--- src/rtl/reaction_pkg.sv ---
// Shared types and default constants for the reaction timer.
package reaction_pkg;

  typedef enum logic [2:0] {
    ST_IDLE    = 3'd0,
    ST_ARMED   = 3'd1,
    ST_MEASURE = 3'd2,
    ST_RESULT  = 3'd3,
    ST_CHEAT   = 3'd4,
    ST_TIMEOUT = 3'd5
  } state_t;

  localparam int CLKS_PER_MS_DEF = 100000;
  localparam int MAX_MS_DEF      = 9999;
  localparam int MS_W            = 14;

endpackage

--- src/rtl/ms_tick_gen.sv ---
// Millisecond prescaler: counts 0..CLKS_PER_MS-1 while enabled, pulses ms_tick on the last count.
module ms_tick_gen #(
  parameter int CLKS_PER_MS = 100000
) (
  input  logic clk,
  input  logic rst,
  input  logic clr,
  input  logic en,
  output logic ms_tick
);

  localparam int PW = (CLKS_PER_MS > 1) ? $clog2(CLKS_PER_MS) : 1;
  localparam logic [PW-1:0] LAST = PW'(CLKS_PER_MS - 1);

  logic [PW-1:0] cnt;

  assign ms_tick = en && (cnt == LAST);

  always_ff @(posedge clk or posedge rst) begin
    if (rst) begin
      cnt <= '0;
    end else if (clr) begin
      cnt <= '0;
    end else if (en) begin
      if (cnt == LAST) cnt <= '0;
      else             cnt <= cnt + 1'b1;
    end
  end

endmodule

--- src/rtl/reaction_timer.sv ---
// Reaction timer: arms on start, times from stimulus to the first response press in ms.
//
// state      | meaning
// IDLE       | waiting for start
// ARMED      | delay generator running, waiting for stim; a press here is a cheat
// MEASURE    | stimulus seen, counting ms until a press or the ceiling
// RESULT     | valid measurement held in ms_count
// CHEAT      | pressed before stimulus, ms_count held at 0
// TIMEOUT    | ceiling reached, ms_count held at MAX_MS
module reaction_timer
  import reaction_pkg::*;
#(
  parameter int CLKS_PER_MS = CLKS_PER_MS_DEF,
  parameter int MAX_MS      = MAX_MS_DEF
) (
  input  logic            clk,
  input  logic            rst,
  input  logic            start,
  input  logic            stim,
  input  logic            resp,
  output logic            delay_en,
  output logic [MS_W-1:0] ms_count,
  output logic            done,
  output logic            result_valid,
  output logic            cheat,
  output logic            timeout,
  output logic            busy
);

  localparam logic [MS_W-1:0] MS_LAST = MS_W'(MAX_MS - 1);
  localparam logic [MS_W-1:0] MS_MAX  = MS_W'(MAX_MS);

  state_t state;
  logic   resp_q;
  logic   resp_rise;
  logic   ms_tick;
  logic   measuring;

  assign resp_rise = resp & ~resp_q;
  assign measuring = (state == ST_MEASURE);

  // Prescaler sits at zero whenever not measuring, so MEASURE always starts on a fresh ms.
  ms_tick_gen #(
    .CLKS_PER_MS (CLKS_PER_MS)
  ) u_tick (
    .clk     (clk),
    .rst     (rst),
    .clr     (~measuring),
    .en      (measuring),
    .ms_tick (ms_tick)
  );

  always_ff @(posedge clk or posedge rst) begin
    if (rst) begin
      state        <= ST_IDLE;
      resp_q       <= 1'b0;
      ms_count     <= '0;
      delay_en     <= 1'b0;
      done         <= 1'b0;
      result_valid <= 1'b0;
      cheat        <= 1'b0;
      timeout      <= 1'b0;
      busy         <= 1'b0;
    end else begin
      resp_q <= resp;
      done   <= 1'b0;
      case (state)
        ST_IDLE, ST_RESULT, ST_CHEAT, ST_TIMEOUT: begin
          if (start) begin
            state        <= ST_ARMED;
            ms_count     <= '0;
            delay_en     <= 1'b1;
            busy         <= 1'b1;
            result_valid <= 1'b0;
            cheat        <= 1'b0;
            timeout      <= 1'b0;
          end
        end
        ST_ARMED: begin
          if (resp_rise) begin
            state    <= ST_CHEAT;
            ms_count <= '0;
            delay_en <= 1'b0;
            busy     <= 1'b0;
            cheat    <= 1'b1;
            done     <= 1'b1;
          end else if (stim) begin
            state    <= ST_MEASURE;
            ms_count <= '0;
            delay_en <= 1'b0;
          end
        end
        ST_MEASURE: begin
          // A press wins over a coincident tick so the reported value is the one shown at the press.
          if (resp_rise) begin
            state        <= ST_RESULT;
            busy         <= 1'b0;
            result_valid <= 1'b1;
            done         <= 1'b1;
          end else if (ms_tick) begin
            if (ms_count == MS_LAST) begin
              state    <= ST_TIMEOUT;
              ms_count <= MS_MAX;
              busy     <= 1'b0;
              timeout  <= 1'b1;
              done     <= 1'b1;
            end else begin
              ms_count <= ms_count + 1'b1;
            end
          end
        end
        default: begin
          state        <= ST_IDLE;
          ms_count     <= '0;
          delay_en     <= 1'b0;
          busy         <= 1'b0;
          result_valid <= 1'b0;
          cheat        <= 1'b0;
          timeout      <= 1'b0;
        end
      endcase
    end
  end

endmodule

--- config.mk ---
export PLATFORM = sky130hd
export DESIGN_NAME = reaction_timer
export DESIGN_NICKNAME = d
export VERILOG_FILES = /design/src/rtl/reaction_pkg.sv /design/src/rtl/ms_tick_gen.sv /design/src/rtl/reaction_timer.sv
export SDC_FILE = /design/constraint.sdc
export NUM_CORES = 1
export LEC_CHECK = 0
export CORE_UTILIZATION = 55
export CTS_BUF_LIST = sky130_fd_sc_hd__clkbuf_8
export DETAILED_ROUTE_END_ITERATION = 7
export PLACE_DENSITY = 0.78
export SYNTH_ARGS = -nofsm -noshare
export SYNTH_HDL_FRONTEND = slang
export SYNTH_SLANG_ARGS = --single-unit
--- constraint.sdc ---
create_clock -name clk -period 3.99 [get_ports clk]
set_input_delay 0.798 -clock clk [delete_from_list [all_inputs] [get_ports clk]]
set_output_delay 0.798 -clock clk [all_outputs]
set_load 0.05 [all_outputs]
Word level (Yosys, flattened, before mapping)

Cells that the tools add are included.

Word-level logic and storage cells: 80
Flip-flop bits (word level): 41
Input port bits: 5

Multiplexer cells: 38
Reduce and logical (&&, ||, !) cells: 10
Eq/ne operators: 16
$add $sub $neg: 2
Bitwise logic cells: 4

Operators by type and width:

| operator              | count |
|---|---|
| $mux 14               | 6 |
| $pmux 14 s3           | 1 |
| $mux 17               | 2 |
| $mux 3                | 6 |
| $add 17x1->17 const B | 1 |
| $eq 17x17->1 const B  | 1 |
| $mux 1                | 16 |
| $pmux 1 s3            | 5 |
| $add 14x1->14 const B | 1 |
| $eq 14x14->1 const B  | 1 |
| $ne 2x2->1 const B    | 6 |
| $reduce_and 4->1      | 3 |
| $ne 3x3->1 const B    | 3 |
| $pmux 3 s3            | 1 |
| $reduce_and 3->1      | 3 |
| $eq 3x2->1 const B    | 2 |
| $eq 3x3->1 const B    | 2 |
| $reduce_and 5->1      | 1 |
| $reduce_or 4->1       | 1 |
| $eq 3x1->1 const B    | 1 |
| $logic_not 3->1       | 1 |
| $not 1->1             | 3 |
| $pmux 1 s2            | 1 |
| $and 1x1->1           | 1 |
| $logic_and 1x1->1     | 1 |

Depth between registers and ports, before layout

Gate-level depths: netlist of the first run.

Depth after elaboration: 5
Mapped depth: 8

By module

Synthesis of the first run repeated with hierarchy kept, for this count alone.

Cell total of the unflattened synthesis: 266
Area total of the unflattened synthesis: 2489.9 um^2

Modules (own cells, without submodules):

| module         | cells an instance | area each (um^2) | sequential area each (um^2) | times used |
|---|---|---|---|---|
| reaction_timer | 169               | 1554.0           | 600.6                       | 1 |
| ms_tick_gen    | 97                | 935.9            | 425.4                       | 1 |

Worst setup path before layout of the first run

No wires, ideal clock.

Kind: reg-to-reg
Start point: register ms_count[0]
End point: register ms_count[6]
Setup time: 0.111 ns
Slack: 1.775 ns
Stages on the path, launching flop included: 9
Clock period less this slack: 2.215 ns
Arrival time: 2.104 ns
Cells stage by stage: dfrtp_1 inv_1 ha_1 nor3b_1 and4_1 clkbuf_1 nor2_1 nand3_1 o41ai_1

Word-level cells in the longest chain between the ends: 5
Elaborated cells between the ends (all ways): 6
Classes of those cells: add/sub (1); eq/ne (1); mux (4)

Ends and longest elaborated chain:

| item                                          | RTL line                                     | source |
|---|---|---|
| start, declared                               | reaction_timer.sv:22                         | `output logic [MS_W-1:0] ms_count,` |
| start signal, assigned                        | reaction_timer.sv:108                        | `ms_count <= ms_count + 1'b1;` |
| $add 14x1->14 or $eq 14x14->1 (tied branches) | reaction_timer.sv:108, reaction_timer.sv:101 |  |
| $mux 14 (*)                                   | reaction_timer.sv:101                        | `if (ms_count == MS_LAST) begin` |
| $mux 14 (*)                                   | reaction_timer.sv:100                        | `end else if (ms_tick) begin` |
| $mux 14 (*)                                   | reaction_timer.sv:95                         | `if (resp_rise) begin` |
| $pmux 14 s3 (*)                               | reaction_timer.sv:67                         | `case (state)` |

Mark *: on every way between the ends. The rest lies on a longest branch, timed or not. The select of a mux whose other input is x is not followed.
A chain may end at the register's enable or synchronous reset.

Worst setup path after layout of the first run

Start point: input port resp
End point: register ms_count[6]

Word-level cells in the longest chain between the ends: 3
Elaborated cells between the ends (all ways): 6
Classes of those cells: eq/ne (2); mux (2); bitwise (1); reduce/logical (1)

Ends and longest elaborated chain:

| item                                                             | RTL line             | source |
|---|---|---|
| start, declared                                                  | reaction_timer.sv:20 | `input logic resp,` |
| $and 1x1->1 (*)                                                  | reaction_timer.sv:39 | `assign resp_rise = resp & ~resp_q;` |
| $ne 3x3->1 (no source line) (tied with other cells)              | -                    |  |
| $reduce_and 4->1 (no source line) or $pmux 14 s3 (tied branches) | -                    |  |

Mark *: on every way between the ends. The rest lies on a longest branch, timed or not.

==> flow_summary.ini, run 1 <==
[final_layout]
multiInputGateArea_um2 = 1187
drive_above_1_share_pct = 5.904
nets = 278
syn2layout_area_growth_pct = 16.65
fill_cells = 324
final-seq-area_um2 = 1026
finish.instance_area_um2 = 2674
antennaDiodeCount = 0

[sta]
setup-tns-final_ps = 0
fin_worst_skew_ps = 8.807
fmax_ghz = 0.3882
final_max_slew_viol_count = 0
hold_ws_ps = 490.9
tightest_slew_ps = 674.7
period_needed_ps = 2576
rsz0062_at_grt = false
worst_slack_ps = 1414
fin_crit_sh_pct = 64.55
hold_violations = 0
slew_headroom_pct = 54.67
setup_viol = 0

[worst_hold_path]
min_path_type = reg2reg

[clock_network]
ctsResizeCount = 0
cts_setup_buffers = 0
cts.sinks = 41
holdBufCountCts = 0
cts_tree = built
cts-root-buf = clkbuf_8
insertion_delay_ps = 300
path_clk_slew_ps = 80
htreeDepth = 2
max-clock-path-buffers = 2
cts-buffers-inserted = 5

[routing]
avgViaCountPerCell = 6.115
avgRoutedWirePerCell_um = 15.97
dr.pass1.iters = 4
post-route-drc-count = 0
wl_met1_um = 2442
drt_iter0_drc = 133
met2_length_um = 2397
maxUsedRoutingLayer = met4
vias = 1963
postRouteAntennaNets = 0
met3_length_um = 248
wl_um = 5127

[critical_path]
crit_arrival_ps = 2760
path_class = in2reg
cp_cell_sequence = clkdlybuf4s50_1 -> nor2b_1 -> or3_4 -> o221a_2 -> nand3_1 -> o41ai_1
path_max_fanout = 6
critPathCaptureType = register
cp_slowest_cell = clkdlybuf4s50_1
startpoint_type = input pin
critPathMaxStageDelay_ps = 510
crit_required_ps = 4180

[placed_design]
place_area_um2 = 2554
place_hpwl_um = 3538
port_buffers = 24
routabilityCongestion = 0.8778
place_worst_setup_slack_ps = 1155

[synth]
synthTopCellsByCount = 41 x dfrtp_1, 32 x nor2_1, 21 x nand2_1
synth_area_leaders = dfrtp_1 45%, nor2_1 5.2%, nand2_1 3.4%, a21oi_1 3.3%, o31ai_1 3.3%
seq_area_frac_synth_pct = 44.76
syn_area_per_cell_um2 = 9.243
synth_area_leader_cell = dfrtp_1
synthCells = 248
synth_top_area_share_pct = 44.76
synth-main-ff-cell = dfrtp_1
synth_nets = 256
yosys_register_bits = 41
yosys_warnings = 0
netlist_area_um2 = 2292
synth_cell_types = 55
async_reset_ff_share_pct = 100.0
synthMostInstantiatedCell = dfrtp_1
synth_edf_count = 0

[grt]
antenna_found_initial = 0
grt_pass1_vias = 1781
grt_first_pass_wirelength_um = 8445
grtUsageTotal_pct = 25.45
gr-total-overflow = 0
grt_max_degree = 42

[floorplan]
dieArea_um2 = 4430
core_region_area_um2 = 4000
std_cell_rows = 23
die-height_um = 66.56
io_pins = 25
initial_core_util_pct = 57.30
die_x_um = 66.56

[job]
drv_cap = 0

[status]
status = finished, final reports clean

[pwr]
power_per_cell_area_nw_per_um2 = 519.3
ir_drop_mv = 0.4411
p_leak_nw = 1.116
## stage by stage
stage	cells	util [%]	total power (W)
detailed placement	313	63.84	0.001040
finish	321	66.84	0.001389
CTS	321	66.84	0.001392
global placement	313	63.84	0.001028
global route	321	66.84	0.001462
floorplan	248	-	0.0009274
## path summary, 6_finish.rpt
kind | start | to | slack, ps | cells after the start
max | resp | ms_count[6] | 1410 | 6
max reg2reg | u_tick.cnt[0] | ms_count[6] | 1430 | 6
min reg2reg | u_tick.cnt[0] | u_tick.cnt[0] | 490 | 1
max in group asynchronous | rst | ms_count[11] | 2710 | 3
min | u_tick.cnt[0] | u_tick.cnt[0] | 490 | 1
min in group asynchronous | rst | u_tick.cnt[4] | 920 | 3
## flip-flops by register name, indices dropped and copies added, names as in the netlist
| register | count |
|---|---|
| resp_q | 1 |
| cheat | 1 |
| ms_count | 14 |
| timeout | 1 |
| state | 3 |
| result_valid | 1 |
| delay_en | 1 |
| done | 1 |
| u_tick.cnt | 17 |
| busy | 1 |
## layout by cell type (no fill, tap or decap), drive strengths merged, types with 7 or more instances in the layout
cell type	netlist	final
dfrtp	41	41
clkdlybuf4s50	0	24
nand2	21	21
inv	8	8
xor2	8	8
o21ai	11	11
nand4	7	7
nor2	34	34
a21oi	15	15
nand3	8	8
o31ai	10	10
## critical path, delay by kind of cell
kind,cells,cell delay (ps)
AOI/OAI and AO/OA,2,610
buffers and inverters,1,510
and+or+nand+nor,3,850
## logic make-up (layout without fill, tap and decap cells)
family | after synthesis | count (layout) | share of synthesized area [%]
compound gates | 60 | 60 | 18.29
xor+xnor | 14 | 14 | 5.349
fa+ha+maj | 4 | 4 | 2.074
buf+inv | 18 | 41 | 3.439
flops | 41 | 41 | 44.76
mux | 1 | 1 | 0.4912
simple gates | 110 | 110 | 25.60
## layer usage
metal | GRT usage (%) | vias up
met3 | 5.479 | 4
met4 | 8.511 | 0
met2 | 40.53 | 54
met5 | 0 | -
li1 | - | 951
met1 | 34.06 | 954
## cell type report
type / count / share of cell area, %
clock inverter: 2 / 1.404
inverter: 8 / 1.123
multi-input combinational: 189 / 44.41
timing repair buffer: 25 / 9.265
clock buffer: 6 / 3.088
sequential: 41 / 38.37
tap: 50 / 2.340
## power breakdown
| part | switching (W) | internal, W |
|---|---|---|
| Clock | 0.000147 | 0.000203 |
| Sequential | 0.0000636 | 0.000460 |
| Combinational | 0.000340 | 0.000175 |
| Total | 0.000550 | 0.000838 |
Power figures use the tool's default switching activity.
==> run 2: changes to the inputs <==
Settings changed: CORE_UTILIZATION 55 to 53, PLACE_DENSITY 0.78 to 0.79.
Clock period 3.99 ns to 2.1 ns, I/O delays scaled along.
==> run 2 against run 1 <==
  * Wire length is 1.2% lower
  * Sequential power up 84%
  * Via count grew 1.9%
  * Flip-flop and latch count stayed put
  * Combinational power increased by 120%
  * Non-clock buffer count is 19 higher
  * Sequential share of layout area fell by 1.9 points
  * Total power up 87%
  * Clock skew decreased by 4.5 ps
  * Worst setup slack lost 1400 ps
  * Die area grew 3.7%
  * Final area up 5.3%
  * Critical endpoint is now ms_count[6]
  * Largest cell class unchanged
==> flow_summary.ini, run 2 (synthesis results as in run 1) <==
[routing]
dr.pass1.iters = 6
wl_um = 5066
post-route-drc-count = 0
avgViaCountPerCell = 5.882
postRouteAntennaNets = 0
drt_iter0_drc = 272
avgRoutedWirePerCell_um = 14.90
vias = 2000

[sta]
hold_ws_ps = 486.9
hold_violations = 0
setup_viol = 0
fmax_ghz = 0.4878
fin_crit_sh_pct = 97.63
setup-tns-final_ps = 0
tightest_slew_ps = 516.1
period_needed_ps = 2050
final_max_slew_viol_count = 0
fin_worst_skew_ps = 4.275
slew_headroom_pct = 65.60
rsz0062_at_grt = true

[pwr]
p_leak_nw = 1.204
ir_drop_mv = 0.6291
power_per_cell_area_nw_per_um2 = 924.2

[grt]
grt_pass1_vias = 1893
grtUsageTotal_pct = 24.99
antenna_found_initial = 0
gr-total-overflow = 0
grt_max_degree = 42
grt_first_pass_wirelength_um = 8528

[critical_path]
path_buf_inv = 1
cp_slowest_cell = clkdlybuf4s50_1
crit_arrival_ps = 1630
path_class = reg2out
critPathCaptureType = primary output
crit_required_ps = 1680
cp_cell_sequence = clkdlybuf4s50_1
critPathMaxStageDelay_ps = 850
path_max_fanout = 7
critPathTopFamily = buffers and inverters
rrSetupSlack_ps = 90
startpoint_type = register

[floorplan]
core_region_area_um2 = 4086
dieArea_um2 = 4592
initial_core_util_pct = 56.09
die-height_um = 67.77
io_pins = 25
std_cell_rows = 23
die_x_um = 67.77

[final_layout]
finish.instance_area_um2 = 2815
fill_cells = 337
syn2layout_area_growth_pct = 22.82
layout_commonest_cell = dfrtp_1
largest_reg_flops = 17
largestRegisters = u_tick.cnt (17), ms_count (14), state (3)
nets = 297
antennaDiodeCount = 0
fin_util_pct = 68.89
regMostFlops = u_tick.cnt
layout_common_cells = 40 x dfrtp_1, 31 x nor2_1, 23 x clkdlybuf4s50_1, 21 x nand2_1, 20 x buf_4
finalNonFillerCells = 340
drive_above_1_share_pct = 13.45

[clock_network]
cts-root-buf = clkbuf_8
cts.sinks = 41
cts-buffers-inserted = 5
cts_tree = built
path_clk_slew_ps = 80
max-clock-path-buffers = 2
htreeDepth = 2
insertion_delay_ps = 300

[placed_design]
port_buffers = 24
place_hpwl_um = 3603
routabilityCongestion = 0.9028
place_inst = 332
place_area_um2 = 2698

[job]
drv_cap = 0

[status]
status = finished, final reports clean

[worst_hold_path]
min_path_type = reg2reg
## run 2: where the power goes
part	leakage [nW]	total [W]	switching, W	internal (W)
clock network	0.0491	0.000499	0.000274	0.000225
logic	0.600	0.00114	0.000701	0.000440
registers	0.555	0.000962	0.0000869	0.000875
## run 2: final timing paths
path | end | cells past startpoint | start
min in group asynchronous | u_tick.cnt[3] | 3 | rst
max reg2reg | ms_count[6] | 7 | ms_count[0]
max in group asynchronous | ms_count[0] | 3 | rst
min reg2reg | u_tick.cnt[0] | 1 | u_tick.cnt[0]
max | ms_count[6] | 1 | ms_count[6]
min | u_tick.cnt[0] | 1 | u_tick.cnt[0]
## run 2: area by class of cell
class | instances | area [µm²] | area share [%]
multi-input combinational | 189 | 1220 | 43.33
sequential | 41 | 1027 | 36.49
timing repair buffer | 44 | 392.9 | 13.96
clock buffer | 5 | 68.82 | 2.444
tap | 50 | 62.56 | 2.222
inverter | 8 | 30.03 | 1.067
clock inverter | 3 | 13.76 | 0.4889
## run 2: metrics by stage
step / power [W] / setup slack (ps)
CTS: 0.002590 / 38.45
global route: 0.002772 / -4.678
finish: 0.002602 / 49.79
detailed placement: 0.002096 / -2.644
floorplan: 0.001763 / 34.58
global placement: 0.002078 / 47.04
## run 2: per-layer routing
| metal | up-vias | global-route usage (%) | share of wire (%) |
|---|---|---|---|
| met3 | 10 | 5.068 | 4.9 |
| met1 | 951 | 33.08 | 47 |
| met4 | 0 | 8.777 | 1.7 |
| met5 | - | 0 | 0 |
| met2 | 51 | 40.22 | 46 |
| li1 | 988 | - | - |
## run 2: what timing repair did
action	4_1_cts	5_1_grt
resized for setup	0	8
buffers inserted	0	0
endpoints found under the setup margin	0	9
hold buffers	0	0
==> run 3: changes to the inputs <==
Settings changed: CORE_UTILIZATION 53 to 40, PLACE_DENSITY 0.79 to default, REMOVE_ABC_BUFFERS from default to 1.
==> run 3 against run 2 <==
  * Total power is 3.8% higher
  * Final area increased by 4.0%
  * Clock power grew 3%
  * Critical path type unchanged
  * Critical endpoint is now ms_count[2]
  * Largest cell class unchanged
==> flow_summary.ini, run 3 (synthesis results as in run 1) <==
[clock_network]
htreeDepth = 2
cts-root-buf = clkbuf_8
path_clk_slew_ps = 80
insertion_delay_ps = 290
cts-buffers-inserted = 5
cts_tree = built
max-clock-path-buffers = 2
cts.sinks = 41

[pwr]
ir_drop_mv = 0.6777
power_per_cell_area_nw_per_um2 = 922.2
p_leak_nw = 1.234

[floorplan]
dieArea_um2 = 6037
core_region_area_um2 = 5507
initial_core_util_pct = 41.63
std_cell_rows = 27
io_pins = 25
die_x_um = 77.70
die-height_um = 77.70

[critical_path]
critPathTopFamily = buffers and inverters
path_max_fanout = 7
path_class = reg2out
cp_num_cells = 1
cp_cell_sequence = clkdlybuf4s50_1
crit_arrival_ps = 1610
startpoint = ms_count[2]
path_buf_inv = 1
critPathCaptureType = primary output
critPathMaxStageDelay_ps = 840
startpoint_type = register
cp_slowest_cell = clkdlybuf4s50_1
reg2reg_from = state[0]
crit_required_ps = 1680
ff2ff_path_depth = 6

[grt]
grt_pass1_vias = 1994
grtUsageTotal_pct = 19.86
gr-total-overflow = 0
antenna_found_initial = 0
grt_max_degree = 42
grt_first_pass_wirelength_um = 9370

[worst_hold_path]
min_path_type = reg2reg
worstHoldStart = timeout
hold_path_depth = 2

[status]
status = finished, final reports clean

[sta]
worst_slack_ps = 65.45
slew_headroom_pct = 65.07
final_max_slew_viol_count = 0
setup-tns-final_ps = 0
fin_crit_sh_pct = 96.88
period_needed_ps = 2035
fmax_ghz = 0.4915
hold_violations = 0
fin_worst_skew_ps = 9.205
setup_viol = 0
tightest_slew_ps = 523.9

[routing]
wl_um = 5400
post-route-drc-count = 0
avgViaCountPerCell = 5.457
avgRoutedWirePerCell_um = 14.44
dr.pass1.iters = 4
vias = 2041
postRouteAntennaNets = 0
drt_iter0_drc = 116

[placed_design]
port_buffers = 24
place_inst = 364
routabilityCongestion = 0.8624
place_hpwl_um = 3926
place_worst_setup_slack_ps = -26.32
place_area_um2 = 2799

[final_layout]
drive_above_1_share_pct = 16.56
antennaDiodeCount = 0
layout_commonest_cell = dfrtp_1
finish.instance_area_um2 = 2928
largest_reg_flops = 17
regMostFlops = u_tick.cnt
layout_common_cells = 41 x dfrtp_1, 32 x nor2_1, 32 x buf_4, 24 x clkdlybuf4s50_1, 21 x nand2_1
largestRegisters = u_tick.cnt (17), ms_count (14), state (3)
nets = 309
syn2layout_area_growth_pct = 27.73
finalNonFillerCells = 374
fill_cells = 524

[job]
drv_cap = 0
run 3: layout make-up:
class	instances	area [µm²]	share of cell area, %
clock inverter	3	17.52	0.5983
inverter	8	30.03	1.026
clock buffer	5	68.82	2.350
sequential	41	1026	35.04
timing repair buffer	56	480.5	16.41
tap	72	90.09	3.077
multi-input combinational	189	1215	41.50
run 3: layer usage:
layer | wire [µm] | track usage, % | up-vias
met5 | 0 | 0 | -
li1 | - | - | 1011
met3 | 169 | 3.647 | 6
met4 | 75 | 7.358 | 0
met2 | 2489 | 30.62 | 38
met1 | 2667 | 27.71 | 986
run 3: where the power goes:
| part | total, W | switching (W) | internal (W) | leakage (nW) |
|---|---|---|---|---|
| Combinational | 0.00124 | 0.000742 | 0.000494 | 0.633 |
| Clock | 0.000513 | 0.000283 | 0.000230 | 0.0439 |
| Sequential | 0.000951 | 0.0000770 | 0.000874 | 0.557 |
| Total | 0.00270 | 0.00110 | 0.00160 | 1.23 |
run 3: path summary, 6_finish.rpt:
kind	endpoint	slack, ps
setup / recovery	ms_count[2]	70
hold / removal	timeout	530
setup reg to reg	ms_count[7]	130
hold reg to reg	timeout	530
max in group asynchronous	ms_count[12]	1190
min in group asynchronous	u_tick.cnt[16]	540
run 3: repair_timing:
action / CTS / global route
resized for setup: 0 / 5
hold buffers: 0 / 0
setup endpoints to repair: 0 / 5
buffers inserted: 0 / 2
endpoints found under the hold margin: 0 / 0
run 3: per-stage QoR:
step	utilization, %	hold WS (ps)	power [W]
after detailed placement	50.83	489.8	0.002168
final	53.17	530.1	0.002700
after global routing	53.17	565.0	0.002870
after floorplan	-	446.3	0.001702
after CTS	52.40	497.6	0.002684
after global placement	50.83	473.3	0.002157
